==> config.mk <==
export PLATFORM = sky130hd
export DESIGN_NAME = logic_op_pipe
export DESIGN_NICKNAME = d
export VERILOG_FILES = /design/src/rtl/logic_op_pkg.sv /design/src/rtl/logic_op_stage.sv /design/src/rtl/logic_op_pipe.sv
export SDC_FILE = /design/constraint.sdc
export NUM_CORES = 1
export LEC_CHECK = 0
export CORE_MARGIN = 2
export CORE_UTILIZATION = 40
export CTS_CLUSTER_DIAMETER = 30
export DETAILED_ROUTE_END_ITERATION = 16
export PLACE_DENSITY = 0.73
export SYNTH_ARGS = -nofsm -noshare
export SYNTH_HDL_FRONTEND = slang
export SYNTH_SLANG_ARGS = --single-unit
==> constraint.sdc <==
create_clock -name clk -period 1.8 [get_ports clk]
set_input_delay 0.36 -clock clk [delete_from_list [all_inputs] [get_ports clk]]
set_output_delay 0.36 -clock clk [all_outputs]
set_load 0.005 [all_outputs]
==> src/rtl/logic_op_pkg.sv <==
// -----------------------------------------------------------------------------
// logic_op_pkg
// Shared definitions for the logic_op_pipe datapath unit.
//   logic_op_e      : 3-bit operation select (eight bitwise operations)
//   TXN_CNT_W       : width of the optional accepted-transaction counter
//   LOGIC_OP_MAX_W  : widest operand the evaluation helper supports
//   logic_op_eval() : bitwise operation on LOGIC_OP_MAX_W-bit words; callers
//                     zero-extend their W-bit operands and truncate the result
//                     back to W bits. Every operation is bitwise, so no bit of
//                     the result depends on a neighbour and the truncation is
//                     exact.
// -----------------------------------------------------------------------------
package logic_op_pkg;

   typedef enum logic [2:0] {
      OP_XOR    = 3'd0,
      OP_AND    = 3'd1,
      OP_OR     = 3'd2,
      OP_XNOR   = 3'd3,
      OP_NAND   = 3'd4,
      OP_NOR    = 3'd5,
      OP_PASS_A = 3'd6,
      OP_NOT_A  = 3'd7
   } logic_op_e;

   localparam int TXN_CNT_W      = 16;
   localparam int LOGIC_OP_MAX_W = 64;

   typedef logic [LOGIC_OP_MAX_W-1:0] op_word_t;

   function automatic op_word_t logic_op_eval(input logic_op_e op,
                                              input op_word_t  a,
                                              input op_word_t  b);
      op_word_t r;
      case (op)
         OP_XOR:    r = a ^ b;
         OP_AND:    r = a & b;
         OP_OR:     r = a | b;
         OP_XNOR:   r = ~(a ^ b);
         OP_NAND:   r = ~(a & b);
         OP_NOR:    r = ~(a | b);
         OP_PASS_A: r = a;
         OP_NOT_A:  r = ~a;
         default:   r = '0;
      endcase
      return r;
   endfunction

endpackage

==> src/rtl/logic_op_stage.sv <==
// -----------------------------------------------------------------------------
// logic_op_stage
// One pipeline register slice of logic_op_pipe: valid bit, result word, tag
// and zero flag, all loaded together when en_i is high and held otherwise.
// Ports:
//   clk, reset        clock (rising edge), asynchronous active-low reset
//   en_i              load enable (global pipeline advance)
//   valid_i/data_i/tag_i/zero_i   slice contents from the previous stage
//   valid_o/data_o/tag_o/zero_o   registered slice contents
// -----------------------------------------------------------------------------
module logic_op_stage #(
   parameter int W     = 4,
   parameter int TAG_W = 8
) (
   input  logic             clk,
   input  logic             reset,
   input  logic             en_i,
   input  logic             valid_i,
   input  logic [W-1:0]     data_i,
   input  logic [TAG_W-1:0] tag_i,
   input  logic             zero_i,
   output logic             valid_o,
   output logic [W-1:0]     data_o,
   output logic [TAG_W-1:0] tag_o,
   output logic             zero_o
);

   logic             valid_q, valid_d;
   logic [W-1:0]     data_q,  data_d;
   logic [TAG_W-1:0] tag_q,   tag_d;
   logic             zero_q,  zero_d;

   always_comb begin
      // NOTE: every next-state signal gets its hold value first, so no path
      // through this block leaves it unassigned and no latch is inferred.
      valid_d = valid_q;
      data_d  = data_q;
      tag_d   = tag_q;
      zero_d  = zero_q;
      if (en_i) begin
         valid_d = valid_i;
         data_d  = data_i;
         tag_d   = tag_i;
         zero_d  = zero_i;
      end
   end

   always_ff @(posedge clk or negedge reset) begin
      if (!reset) begin
         // NOTE: the payload is reset as well as the valid bit, because the
         // last slice drives y/out_tag directly and those must read zero in reset.
         valid_q <= 1'b0;
         data_q  <= '0;
         tag_q   <= '0;
         zero_q  <= 1'b0;
      end else begin
         // NOTE: non-blocking assignments, so all slices sample the previous
         // slice's old value on the same edge and the shift is race-free.
         valid_q <= valid_d;
         data_q  <= data_d;
         tag_q   <= tag_d;
         zero_q  <= zero_d;
      end
   end

   assign valid_o = valid_q;
   assign data_o  = data_q;
   assign tag_o   = tag_q;
   assign zero_o  = zero_q;

endmodule

==> src/rtl/logic_op_pipe.sv <==
// -----------------------------------------------------------------------------
// logic_op_pipe
// W-bit bitwise logic unit (eight operations) followed by a STAGES-deep
// valid/ready pipeline carrying a sideband tag and a zero flag. The whole
// pipeline advances together whenever the output slot is empty or being
// taken; otherwise every slice (bubbles included) holds.
// Ports:
//   clk, reset              clock (rising edge), asynchronous active-low reset
//   in_valid / in_ready     input handshake (in_ready = global advance)
//   op, a, b, in_tag        operation select, operands, sideband tag
//   out_valid / out_ready   output handshake
//   y, out_tag, out_zero    registered result, its tag, result==0 flag
//   txn_count               saturating count of accepted beats
//                           (only when LOGIC_OP_PIPE_TXN_COUNT_EN is defined)
// Optional feature macro: LOGIC_OP_PIPE_TXN_COUNT_EN
// Operand width is limited to LOGIC_OP_MAX_W from logic_op_pkg.
// -----------------------------------------------------------------------------
module logic_op_pipe
   import logic_op_pkg::*;
#(
   parameter int W      = 4,
   parameter int STAGES = 2,
   parameter int TAG_W  = 8
) (
   input  logic             clk,
   input  logic             reset,
   input  logic             in_valid,
   output logic             in_ready,
   input  logic [2:0]       op,
   input  logic [W-1:0]     a,
   input  logic [W-1:0]     b,
   input  logic [TAG_W-1:0] in_tag,
   output logic             out_valid,
   input  logic             out_ready,
   output logic [W-1:0]     y,
   output logic [TAG_W-1:0] out_tag,
   output logic             out_zero
`ifdef LOGIC_OP_PIPE_TXN_COUNT_EN
   ,
   output logic [TXN_CNT_W-1:0] txn_count
`endif
);

   logic         adv;
   logic [W-1:0] result;

   // Index 0 is the combinational entry point; index i is the output of slice i.
   logic [STAGES:0]             stg_valid;
   logic [STAGES:0][W-1:0]      stg_data;
   logic [STAGES:0][TAG_W-1:0]  stg_tag;
   logic [STAGES:0]             stg_zero;

   // The output slot frees up either because it is empty or because it is
   // being consumed this cycle; either way every slice can move forward.
   assign adv      = !out_valid || out_ready;
   assign in_ready = adv;

   assign result = W'(logic_op_eval(logic_op_e'(op), op_word_t'(a), op_word_t'(b)));

   assign stg_valid[0] = in_valid;
   assign stg_data[0]  = result;
   assign stg_tag[0]   = in_tag;
   assign stg_zero[0]  = ~|result;

   for (genvar i = 0; i < STAGES; i++) begin : g_stage
      logic_op_stage #(
         .W     (W),
         .TAG_W (TAG_W)
      ) u_stage (
         .clk     (clk),
         .reset   (reset),
         .en_i    (adv),
         .valid_i (stg_valid[i]),
         .data_i  (stg_data[i]),
         .tag_i   (stg_tag[i]),
         .zero_i  (stg_zero[i]),
         .valid_o (stg_valid[i+1]),
         .data_o  (stg_data[i+1]),
         .tag_o   (stg_tag[i+1]),
         .zero_o  (stg_zero[i+1])
      );
   end

   assign out_valid = stg_valid[STAGES];
   assign y         = stg_data[STAGES];
   assign out_tag   = stg_tag[STAGES];
   // A bubble may carry a stale zero flag from a don't-care computation.
   assign out_zero  = stg_valid[STAGES] & stg_zero[STAGES];

`ifdef LOGIC_OP_PIPE_TXN_COUNT_EN
   logic [TXN_CNT_W-1:0] txn_cnt_q, txn_cnt_d;

   always_comb begin
      txn_cnt_d = txn_cnt_q;
      if (in_valid && in_ready && (txn_cnt_q != '1)) begin
         txn_cnt_d = txn_cnt_q + TXN_CNT_W'(1);
      end
   end

   always_ff @(posedge clk or negedge reset) begin
      if (!reset) begin
         txn_cnt_q <= '0;
      end else begin
         txn_cnt_q <= txn_cnt_d;
      end
   end

   assign txn_count = txn_cnt_q;
`endif

endmodule

==> impl_metrics.ini <==
[run_status]
outcome = finished clean

[routing]
route.vias.total = 1114
route.detailed.drc = 0
routedWlPerCell_um = 12.96
ant_nets = 0
drt_iter0_drc = 47
vias_per_cell = 4.973
first_pass_iters = 4
routed_wl_um = 2904

[sta]
fin_tns_setup_ns = 0
finClkSkew_ns = 0.001938
worst_slew_margin_rel_pct = 77.44
fin_crit_sh_pct = 94.89
final.min_clock_period_ns = 1.708
finalHoldViolCount = 0
max_slew.worst_pin.slew_ns = 0.3384
setup_viol = 0
rsz0062_at_grt = no
slew_viol_final = 0
holdWs_ns = 0.4574
setup_slack_ns = 0.09192
fmax_mhz = 585.5

[synth]
synth_ff_type = dfrtp_1
synth_area_leaders = dfrtp_1 46%, mux2_2 19%, ha_1 6.6%
synth_edf_count = 0
syn-instance-count = 127
ys_ff_latch = 28
async_flop_share_pct = 100.0
synth_common_cells = 28 x dfrtp_1, 26 x mux2_2, 11 x inv_1
ys_seq_area_share_pct = 46.47
yosys.area.top_type = dfrtp_1
synth.net_count = 158
yosys.area.top_type_share_pct = 46.47
syn-cell-area_um2 = 1508
synthMostInstantiatedCell = dfrtp_1
synth_cell_types = 26
postSynthAreaPerCell_um2 = 11.87
synth_warnings = 0

[worst_setup_path]
r2r-start = g_stage[1].u_stage.valid_o$_DFFE_PN0P_
critPathMostFrequentCell = nor2_1
cp.arrival_ns = 1.86
max_stage_delay_ns = 0.61
worstPathRequired_ns = 1.95
r2r_slack_ns = 0.47
path_class = in -> reg
r2r_cells = 4
endpoint_kind = flop
critPathTopFamily = buffers and inverters
startpoint_type = input port
r2r-end = g_stage[1].u_stage.tag_o[6]$_DFFE_PN0P_
critPathMaxFanout = 7
critical_path.slowest_cell = clkdlybuf4s50_1
path_buf_inv = 1
crit_path_cell_trace = clkdlybuf4s50_1 > nand2b_1 > nor2_1 > a211oi_2 > nor2_1 > a32o_1

[power]
leakage_nw = 1.004
p_clk_share_pct = 19.8
switching_share_pct = 25.13
power_switching_mw = 0.4084
p_per_area_nw_per_um2 = 747.3
vdd_drop_max_v = 0.0005028
p_total_mw = 1.625
p_int_mw = 1.217
power_frac_comb_pct = 31.5
seqPwrFrac_pct = 48.7

[layout]
layout.nets = 209
antenna_cells = 0
seq_area_um2 = 700.7
fill_cells = 311
layout-drive-gt1-share_pct = 34.66
syn_to_final_growth_pct = 44.23
final_cells = 224
multi_input_area_um2 = 807.0

[die]
fp.dieArea_um2 = 4277
top_level_ports = 38
die_w_um = 65.40
core_area_um2 = 3633
rows = 22
initial_core_util_pct = 41.49
die-height_um = 65.40

[cts]
cts-root-buf = clkbuf_8
clk_path_buf_depth = 2
clk_pin_slew_ns = 0.09
htree_levels = 1
clock_latency_ns = 0.26
cts_tree = yes
clock_sinks = 28
cts_buffers = 3
hold_buffers = 0

[min_path]
hold_path.class = in -> async

[placement]
dp_slack_ns = -0.4364
post-place-cells = 220
gp_congestion = 0.7307
hpwl_um = 2123
port_buffers = 37

[global_route]
grt_max_degree = 29
gr-total-overflow = 0
grt_pass1_vias = 1221
grt_pass1_wl_um = 5016
grt_usage_pct = 14.67
antenna_found_initial = 0

[run]
cap_violations = 0
## worst reg2reg max path, stage by stage (launching register included)
cell and delay (ns):
dfrtp_1 0.41, nand2b_1 0.11, buf_4 0.15, buf_4 0.19, mux2_2 0.36
## cell usage in the layout, fill, tap and decap left out, types with 2 or more instances in the layout
cell	instances
a211oi_2	3
nand2b_1	3
mux2_2	26
dlygate4sd2_1	2
ha_1	4
buf_4	14
ha_4	4
nor2b_1	3
nor2_1	9
inv_1	8
clkdlybuf4s50_1	27
xor2_1	2
dlymetal6s2s_1	8
inv_2	3
mux2i_1	6
dfrtp_1	28
clkbuf_8	3
and2_1	2
a21oi_1	5
## through the flow
step / area (um^2) / util, %
final: 2175 / 59.85
after global routing: 2175 / 59.85
after CTS: 2113 / 58.16
after detailed placement: 2018 / 55.54
after global placement: 2018 / 55.54
after floorplan: 1508 / -
## state kept, by name, indices dropped and copies added (netlist names)
signal                   flops
g_stage.u_stage.valid_o      2
g_stage.u_stage.tag_o       16
g_stage.u_stage.data_o       8
g_stage.u_stage.zero_o       2
## cells by family (layout without fill, tap and decap cells)
kind of cell,after synthesis,in the layout,synth area share [%]
AOI/OAI and AO/OA,15,15,6.473
xor gates and xnor gates,3,3,1.743
adders and majority gates,8,8,6.639
buffers and inverters,18,67,5.725
DFF,28,28,46.47
muxes,33,33,24.40
and+or+nand+nor,22,22,8.547
## per-layer routing
layer	wire, um	part of all wire (%)	vias up	global-route usage, %
met4	0	0	0	3.385
li1	-	-	536	-
met3	150	5.2	0	2.740
met1	1260	43	549	17.39
met5	0	0	-	0
met2	1494	51	29	27.30
## worst max path at each step
| stage | start | end | slack, ns | depth (start not counted) |
|---|---|---|---|---|
| floorplan | a[3] | g_stage[0].u_stage.zero_o$_DFFE_PN0P_ | 0.17 | 7 |
| global placement | a[3] | g_stage[0].u_stage.zero_o$_DFFE_PN0P_ | -0.37 | 8 |
| detailed placement | a[3] | g_stage[0].u_stage.zero_o$_DFFE_PN0P_ | -0.44 | 8 |
| CTS | a[1] | g_stage[0].u_stage.zero_o$_DFFE_PN0P_ | 0.003 | 8 |
| global route | op[1] | g_stage[0].u_stage.zero_o$_DFFE_PN0P_ | 0.02 | 8 |
| finish | op[2] | g_stage[0].u_stage.zero_o$_DFFE_PN0P_ | 0.09 | 6 |
## layout make-up
type	instances	area share (%)
multi-input combinational	81	37.11
tap	48	2.762
timing repair buffer	53	24.11
sequential	28	32.22
inverter	11	1.899
clock buffer	3	1.899
## power by group through the flow
stage / clock [mW] / combinational, mW / sequential, mW
finish: 0.321 / 0.513 / 0.791
global route: 0.353 / 0.562 / 0.809
CTS: 0.332 / 0.510 / 0.795
detailed placement: 0 / 0.488 / 0.806
global placement: 0 / 0.476 / 0.798
floorplan: 0 / 0.227 / 0.797
## repair_timing
item,4_1_cts,5_1_grt
endpoints found under the setup margin,2,5
hold endpoints to repair,0,0
buffers inserted,1,0
resized for setup,10,16
pin swaps,7,10
(Power assumes the default switching activity.)
